--- src/rtl/gr_wb_arbiter_pkg.sv ---
// Shared definitions for the general-register writeback arbiter and scoreboard.
package gr_wb_arbiter_pkg;

  localparam int GR_ADDR_W = 5;
  localparam int GR_DATA_W = 32;
  localparam int GR_NREG   = 32;

  typedef enum logic [1:0] {
    WB_SRC_ALU    = 2'd0,
    WB_SRC_LOAD   = 2'd1,
    WB_SRC_MULDIV = 2'd2
  } wbSrc_e;

  localparam int WB_NREQ = int'(WB_SRC_MULDIV) + 1;

endpackage

--- src/rtl/gr_wb_arbiter_rr_arbiter.sv ---
// Combinational round-robin picker: first requester at or after the pointer, wrapping modulo N.
module rr_arbiter #(
  parameter int N     = 3,
  parameter int PTR_W = (N > 1) ? $clog2(N) : 1
) (
  input  logic [N-1:0]     i_req,
  input  logic [PTR_W-1:0] i_ptr,
  output logic [N-1:0]     o_gnt,
  output logic [PTR_W-1:0] o_gntIdx,
  output logic             o_gntValid
);

  int w_idx;

  always_comb begin
    o_gnt      = '0;
    o_gntIdx   = '0;
    o_gntValid = 1'b0;
    w_idx      = 0;
    for (int k = 0; k < N; k++) begin
      w_idx = (int'(i_ptr) + k) % N;
      if (!o_gntValid && i_req[w_idx]) begin
        o_gntValid   = 1'b1;
        o_gnt[w_idx] = 1'b1;
        o_gntIdx     = PTR_W'(w_idx);
      end
    end
  end

endmodule

--- src/rtl/gr_wb_arbiter.sv ---
// Merges the writeback sources onto the single gr write port and keeps a per-register
// busy scoreboard so decode can stall on RAW/WAW hazards.
module gr_wb_arbiter
  import gr_wb_arbiter_pkg::*;
#(
  parameter int NREQ   = WB_NREQ,
  parameter int ADDR_W = GR_ADDR_W,
  parameter int DATA_W = GR_DATA_W,
  parameter int NREG   = GR_NREG
) (
  input  logic                   clk,
  input  logic                   reset,
  input  logic                   iss_valid,
  input  logic [ADDR_W-1:0]      iss_dest,
  output logic                   iss_ready,
  input  logic [NREQ-1:0]        req_valid,
  input  logic [NREQ*ADDR_W-1:0] req_addr,
  input  logic [NREQ*DATA_W-1:0] req_data,
  output logic [NREQ-1:0]        req_ready,
  output logic                   gr_we,
  output logic [ADDR_W-1:0]      gr_waddr,
  output logic [DATA_W-1:0]      gr_wdata,
  input  logic [ADDR_W-1:0]      qaddr1,
  input  logic [ADDR_W-1:0]      qaddr2,
  input  logic [ADDR_W-1:0]      qaddr3,
  output logic                   qbusy1,
  output logic                   qbusy2,
  output logic                   qbusy3
);

  localparam int PTR_W = (NREQ > 1) ? $clog2(NREQ) : 1;

  logic [PTR_W-1:0]  r_rrPtr;
  logic [NREG-1:0]   r_busy;
  logic [NREG-1:0]   w_busyNext;
  logic [NREQ-1:0]   w_gnt;
  logic [PTR_W-1:0]  w_gntIdx;
  logic              w_gntValid;
  logic [ADDR_W-1:0] w_selAddr;
  logic [DATA_W-1:0] w_selData;
  logic              w_doWrite;

  rr_arbiter #(
    .N     (NREQ),
    .PTR_W (PTR_W)
  ) u_rrArbiter (
    .i_req      (req_valid),
    .i_ptr      (r_rrPtr),
    .o_gnt      (w_gnt),
    .o_gntIdx   (w_gntIdx),
    .o_gntValid (w_gntValid)
  );

  assign req_ready = w_gnt;

  always_comb begin
    w_selAddr = '0;
    w_selData = '0;
    for (int i = 0; i < NREQ; i++) begin
      if (w_gnt[i]) begin
        w_selAddr = req_addr[i*ADDR_W +: ADDR_W];
        w_selData = req_data[i*DATA_W +: DATA_W];
      end
    end
  end

  // r0 is hardwired: its grants are consumed but never reach the write port
  assign w_doWrite = w_gntValid && (w_selAddr != '0);

  assign iss_ready = (iss_dest == '0) || !r_busy[iss_dest];
  assign qbusy1    = (qaddr1 != '0) && r_busy[qaddr1];
  assign qbusy2    = (qaddr2 != '0) && r_busy[qaddr2];
  assign qbusy3    = (qaddr3 != '0) && r_busy[qaddr3];

  // Clear is applied before set so a same-edge set on the same register wins
  always_comb begin
    w_busyNext = r_busy;
    if (gr_we) begin
      w_busyNext[gr_waddr] = 1'b0;
    end
    if (iss_valid && iss_ready && (iss_dest != '0)) begin
      w_busyNext[iss_dest] = 1'b1;
    end
  end

  always_ff @(posedge clk or posedge reset) begin
    if (reset) begin
      r_rrPtr  <= '0;
      r_busy   <= '0;
      gr_we    <= 1'b0;
      gr_waddr <= '0;
      gr_wdata <= '0;
    end else begin
      r_busy <= w_busyNext;
      gr_we  <= w_doWrite;
      if (w_gntValid) begin
        r_rrPtr <= (w_gntIdx == PTR_W'(NREQ - 1)) ? '0 : w_gntIdx + 1'b1;
      end
      if (w_doWrite) begin
        gr_waddr <= w_selAddr;
        gr_wdata <= w_selData;
      end
    end
  end

endmodule

--- config.mk ---
export PLATFORM = sky130hd
export DESIGN_NAME = gr_wb_arbiter
export DESIGN_NICKNAME = d
export VERILOG_FILES = /design/src/rtl/gr_wb_arbiter_pkg.sv /design/src/rtl/gr_wb_arbiter_rr_arbiter.sv /design/src/rtl/gr_wb_arbiter.sv
export SDC_FILE = /design/constraint.sdc
export NUM_CORES = 1
export LEC_CHECK = 0
export CAP_MARGIN = 20
export CORE_MARGIN = 3
export CORE_UTILIZATION = 35
export CTS_CLUSTER_SIZE = 10
export DETAILED_ROUTE_END_ITERATION = 16
export PLACE_DENSITY = 0.66
export SYNTH_ARGS = -nofsm -noshare
export SYNTH_HDL_FRONTEND = slang
export SYNTH_SLANG_ARGS = --single-unit
--- constraint.sdc ---
create_clock -name clk -period 3.3 [get_ports clk]
set_input_delay 0.66 -clock clk [delete_from_list [all_inputs] [get_ports clk]]
set_output_delay 0.66 -clock clk [all_outputs]
set_load 0.01 [all_outputs]
==> metrics.txt, run 1 <==
antenna violations before repair 0; largest net degree at the start of global routing 36; total CTS buffers 9; Post-DP HPWL 13400 um; DR WL/cell 20.5 um; H-tree depth 3; Post-Synth Simple-Gate Area 13.7%; # diodes 0; Worst EP required 2640 ps; r2r setup slk 100 ps; Reg power frac 22.2%; worst reg2reg path endpoint gr_wdata[21]; CP endpoint qbusy1; synth warn 0; Crit. End Element output pin; DRT iter0 DRCs 300; CP max FO 8; Clk pwr share 13.3%; Post-Syn Area 4900 um2; GRT Util Overall 22.2%; Die Y 124 um; Post-Layout Cell Count 873; Mapped Nets 619; Place WS -523 ps; worst slew pin tran 405 ps; LEAKAGE 3.13 nW; share of layout cells above drive strength 1 24.5%; worst hold-check path type reg2reg; largest family of logic cells by synthesized area multiplexers; Max Clk Rate 0.309 GHz; status finished, final reports clean; Area Overhead vs Synth 58.8%; slew margin rel. 72.9%; initial core utilization 36.4%; Residual DRC 0; CTS tree built; Final Hold Viols 0; reg2reg start r_rrPtr[0]; Cell Count Post-Placement 847; number of fillers in the final layout 1195; P_int 0.00533 W; GPL Wtd Cong 0.952; synth unique cells 46; CTS clk-pin slew, worst paths 60 ps; clk buf depth 2; CP Launch Point qaddr1[0]; WP data arrival 2570 ps; Total Routed Length 17900 um; Compound-Gate Fraction of Synth Area 18.6%; combinational power share 64.5%; mean post-synth cell area 10.3 um2; Worst setup SP type primary input; I/O Buffers 181; Syn Inst Count 478; worst vdd ir 0.000845 V; post-synthesis sequential area ratio 36.8%; Max Cap Viol 0; post-synthesis adder-cell area fraction 1.02%; Final Cycle Share 97.9%; io pins 182; nets@finish 834; CTS Root Buffer Type clkbuf_16; NetSw 0.00344 W; DRT Pass-1 Iters 5; mux share of post-synthesis cell area 25.4%; clock latency at the later pin of the worst-skew pair 330 ps; Synth Area in XOR/XNOR 0%; number of synthesized flops with an enable pin 0; Slew Viols, Final 0; CTS sink cnt 72; Die W 124 um; switch share 39.3%; via count 4899; Avg Vias per Cell 5.61; Setup Skew 9.92 ps; Finish-stage setup viols 0; full die area 15500 um2; pwr/cell area 1130 nW/um2; area of the core 13500 um2; Yosys reg bits 72; FF-to-FF path depth 14; final period demand of the worst path 3230 ps; num rows 42; critical path class in2out; Util after Layout 57.8%; global-route wire length before repair 27500 um; vias in the first global route 5208; final setup margin 67.8 ps; grt ovf 0; Hold Startpoint gr_wdata[19]; Synth Flop Type dfrtp_1; Post-synth ARST share 100%; DRT antenna net count 0
critical path, cell delays in order:
cell and delay [ps]:
dlygate4sd2_1 260, buf_12 150, mux4_2 490, mux4_2 460, mux2_2 270, dlygate4sd2_1 280
final cells by class:
cell class / instances / area (um2) / area share (%)
inverters: 12 / 45.0 / 0.579
well taps: 176 / 220 / 2.83
multi-input cells: 357 / 2950 / 37.9
clock buffers: 9 / 225 / 2.89
flip-flops and latches: 72 / 1800 / 23.2
clock inverters: 6 / 133 / 1.70
repair buffers: 241 / 2400 / 30.9
timing repair:
item	in CTS	in global routing
endpoints found under the setup margin	5	38
pin swaps	3	2
gates resized for setup	29	14
hold buffers	0	0
setup buffers	3	4
cloned	1	3
synthesized netlist by cell type (6+ instances only):
| cell type | n | area [um2] |
|---|---|---|
| mux2_2 | 32 | 360 |
| nor2_1 | 75 | 282 |
| a221oi_1 | 36 | 315 |
| nor2b_1 | 6 | 37.5 |
| nor3_1 | 6 | 30.0 |
| nand3_1 | 8 | 40.0 |
| mux4_2 | 35 | 788 |
| dfrtp_1 | 72 | 1800 |
| o21ai_0 | 67 | 335 |
| mux2_1 | 6 | 67.6 |
| nand3b_1 | 13 | 97.6 |
| a21oi_1 | 8 | 40.0 |
| clkbuf_1 | 27 | 101 |
| inv_1 | 10 | 37.5 |
| nand2_1 | 18 | 67.6 |
cells in the final DEF, fill, tap and decap left out, types with 3 or more instances in the layout:
cell type        instances
clkdlybuf4s50_1        165
nor2_1                  75
dfrtp_1                 71
o21ai_0                 67
buf_4                   46
a221oi_1                35
mux4_2                  35
mux2_2                  31
nand2_1                 18
nand3b_1                13
clkbuf_16               11
dlygate4sd2_1            9
inv_1                    8
a21oi_1                  8
nand3_1                  8
mux2_1                   6
buf_6                    6
nor3_1                   5
nor2b_1                  5
buf_12                   5
o2bb2ai_1                4
inv_2                    4
or3b_2                   4
bufinv_16                4
dlymetal6s2s_1           4
nand2b_1                 3
a21o_1                   3
flip-flops by register name, indices dropped and copies added (netlist names):
register / flops
gr_waddr: 5
r_busy: 32
r_rrPtr: 2
gr_we: 1
gr_wdata: 32
power groups by stage:
stage,combinational [W],clock [W],sequential (W)
floorplan,0.00341,0,0.00176
global placement,0.00509,0,0.00190
detailed placement,0.00520,0,0.00192
CTS,0.00529,0.00119,0.00192
global route,0.00618,0.00122,0.00198
finish,0.00566,0.00117,0.00194
through the flow:
step | power, W | cell area [um2] | hold slack, ps | setup TNS (ps)
finish | 0.00877 | 7780 | 487 | 0
global route | 0.00938 | 7780 | 507 | -1160
CTS | 0.00840 | 7630 | 493 | 0
detailed placement | 0.00713 | 7190 | 482 | -7680
global placement | 0.00699 | 7190 | 477 | -4710
floorplan | 0.00517 | 4900 | 453 | 0
per-layer routing:
layer	share of wire, %	up-vias	global-route usage (%)
met3	9.6	22	7.12
met5	0	-	0
met4	1.4	0	5.80
met2	50	255	37.7
met1	39	2372	27.2
li1	-	2250	-
how the worst min path moves through the flow:
stage	to	slack, ps	cells past startpoint
6_report	gr_wdata[19]	490	1
2_1_floorplan	r_busy[0]	450	1
4_1_cts	gr_wdata[19]	490	1
3_5_place_dp	gr_wdata[19]	480	1
3_3_place_gp	gr_wdata[21]	480	1
5_1_grt	gr_wdata[17]	510	1
cells by family after synthesis:
group / Yosys count
and+or+nand+nor: 141
adders and majority gates: 4
DFF: 72
muxes: 76
buffers and inverters: 49
AOI/OAI and AO/OA: 136
Power figures use the tool's default switching activity.
==> run 2, diff against run 1 <==
--- a/config.mk
+++ b/config.mk
@@ -5,12 +5,12 @@
 export SDC_FILE = /design/constraint.sdc
 export NUM_CORES = 1
 export LEC_CHECK = 0
-export CAP_MARGIN = 20
+export ABC_AREA = 1
+export CAP_MARGIN = 5
 export CORE_MARGIN = 3
 export CORE_UTILIZATION = 35
 export CTS_CLUSTER_SIZE = 10
 export DETAILED_ROUTE_END_ITERATION = 16
-export PLACE_DENSITY = 0.66
 export SYNTH_ARGS = -nofsm -noshare
 export SYNTH_HDL_FRONTEND = slang
 export SYNTH_SLANG_ARGS = --single-unit
==> metrics.txt, run 2 <==
CTS sink cnt 72; number of synthesized flops with an enable pin 0; Max Clk Rate 0.319 GHz; status finished, final reports clean; Syn Inst Count 807; commonest non-fill, non-tap cells in the layout nand2_1 (174), clkdlybuf4s50_1 (174), o21ai_0 (134), a21oi_1 (104), nand3_1 (103); # diodes 0; critical path class reg2out; Die Y 129 um; Crit. End Element output pin; Residual DRC 0; Total Routed Length 20600 um; top flop regs gr_wdata: 32 flops, r_busy: 32 flops, gr_waddr: 5 flops; most frequent cell after synthesis nand2_1; Worst setup SP type register; GRT Util Overall 24.3%; Die W 129 um; DR WL/cell 17.3 um; CTS clk-pin slew, worst paths 60 ps; Slew Viols, Final 0; full die area 16600 um2; Synth top area share 34.1%; Max Cap Viol 0; post-synthesis sequential area ratio 34.1%; global-route wire length before repair 31500 um; total CTS buffers 9; mean post-synth cell area 6.56 um2; DRT antenna net count 0; Post-Syn Area 5290 um2; vias in the first global route 5963; Final Cycle Share 95.0%; WP data arrival 2480 ps; number of fillers in the final layout 1477; area of the core 14600 um2; Post-synth ARST share 100%; unrepaired setup endpoints after global routing false; post-CTS setup buffer count 0; slew margin rel. 43.5%; Post-Layout Cell Count 1191; multi-input logic area 3060 um2; LEAKAGE 3.47 nW; Synth Flop Type dfrtp_1; H-tree depth 3; num rows 44; most common library cells after synthesis nand2_1 (175), o21ai_0 (134), a21oi_1 (105); final period demand of the worst path 3140 ps; DRT Pass-1 Iters 5; CTS Root Buffer Type clkbuf_16; Finish-stage setup viols 0; grt ovf 0; via count 6322; initial core utilization 36.1%; Yosys reg bits 72; largest area contributor in the netlist dfrtp_1; Post-DP HPWL 15800 um; DRT iter0 DRCs 493; clk buf depth 2; share of layout cells above drive strength 1 9.63%; Area Overhead vs Synth 49.5%; CP max FO 9; synth top area cells dfrtp_1 (34%), o21ai_0 (13%), nand2_1 (12%); synth warn 0; Worst EP required 2640 ps; worst vdd ir 0.000852 V; io pins 182; nets@finish 1143; Final Hold Viols 0; Cell Count Post-Placement 1175; antenna violations before repair 0; Mapped Nets 948; pwr/cell area 1180 nW/um2; worst hold-check path type reg2reg; CTS tree built; Avg Vias per Cell 5.31; total power 0.00936 W; worst slew pin tran 846 ps; GPL Wtd Cong 0.905; synth unique cells 38; I/O Buffers 181; largest net degree at the start of global routing 39; Setup Skew 5.94 ps; Reg area 1800 um2; clock latency at the later pin of the worst-skew pair 340 ps
-- run 2: cell types whose count changed in the layout (fill, tap and decap cells not counted), moves of 9 or more --
cell	change
mux2_2	-31
mux4_2	-35
clkdlybuf4s50_1	+9
a221oi_1	-35
nand3_1	+95
a21oi_1	+96
inv_1	+38
o21ai_0	+67
nand3b_1	-12
nand2_1	+156
nor2_1	-22
-- run 2: critical path, stage by stage (launching register included) --
cell,delay [ps]
dfrtp_1,410
inv_1,110
ha_1,240
inv_2,80
nand2_1,80
nand3_2,110
nand2_2,170
nand3_1,90
nand2_1,100
inv_1,80
nand2_2,110
clkdlybuf4s50_1,550
-- run 2: final cells by class --
cell class	instances	area share, %
timing repair buffer	233	29.1
sequential	72	22.8
inverter	56	2.66
clock inverter	7	1.03
clock buffer	9	2.85
tap	184	2.91
multi-input combinational	630	38.7
-- run 2: per-stage QoR --
step                util [%]  cell area (um2)  hold slack (ps)  TNS (ps)  worst slack, ps
detailed placement      51.8             7580              493     -1710            -82.5
global placement        51.8             7580              489      -861            -62.9
floorplan                  -             5290              471         0              735
CTS                     53.9             7890              511         0             5.70
finish                  54.0             7910              509         0              165
global route            54.0             7910              523         0             7.73
-- run 2: repair_timing --
item,CTS,global route
hold buffers,0,0
resized for setup,6,7
endpoints found under the setup margin,4,4
-- run 2: cells by family after synthesis --
family	synth area share (%)
buffers and inverters	8.33
AO/OA/AOI/OAI	26.9
flip-flops	34.1
AND/OR/NAND/NOR	29.8
adder cells (fa/ha/maj)	0.946
-- run 2: path summary, 6_finish.rpt --
check,slack (ps),depth (start not counted),start,end
max,160,11,r_rrPtr[1],req_ready[1]
min,510,2,gr_wdata[29],gr_wdata[29]
max reg2reg,370,14,r_rrPtr[0],gr_wdata[13]
min reg2reg,510,2,gr_wdata[29],gr_wdata[29]
max in group asynchronous,1810,3,reset,gr_wdata[26]
min in group asynchronous,820,2,reset,r_busy[22]
-- run 2: routing by layer --
| metal | part of all wire [%] | track usage (%) |
|---|---|---|
| met1 | 41 | 29.2 |
| met4 | 2.0 | 7.54 |
| met5 | 0 | 0 |
| met3 | 8.8 | 6.97 |
| met2 | 48 | 42.0 |
-- run 2: power breakdown --
group / internal, W / switching [W]
sequential: 0.00139 / 0.000410
combinational: 0.00249 / 0.00407
clock: 0.000594 / 0.000405
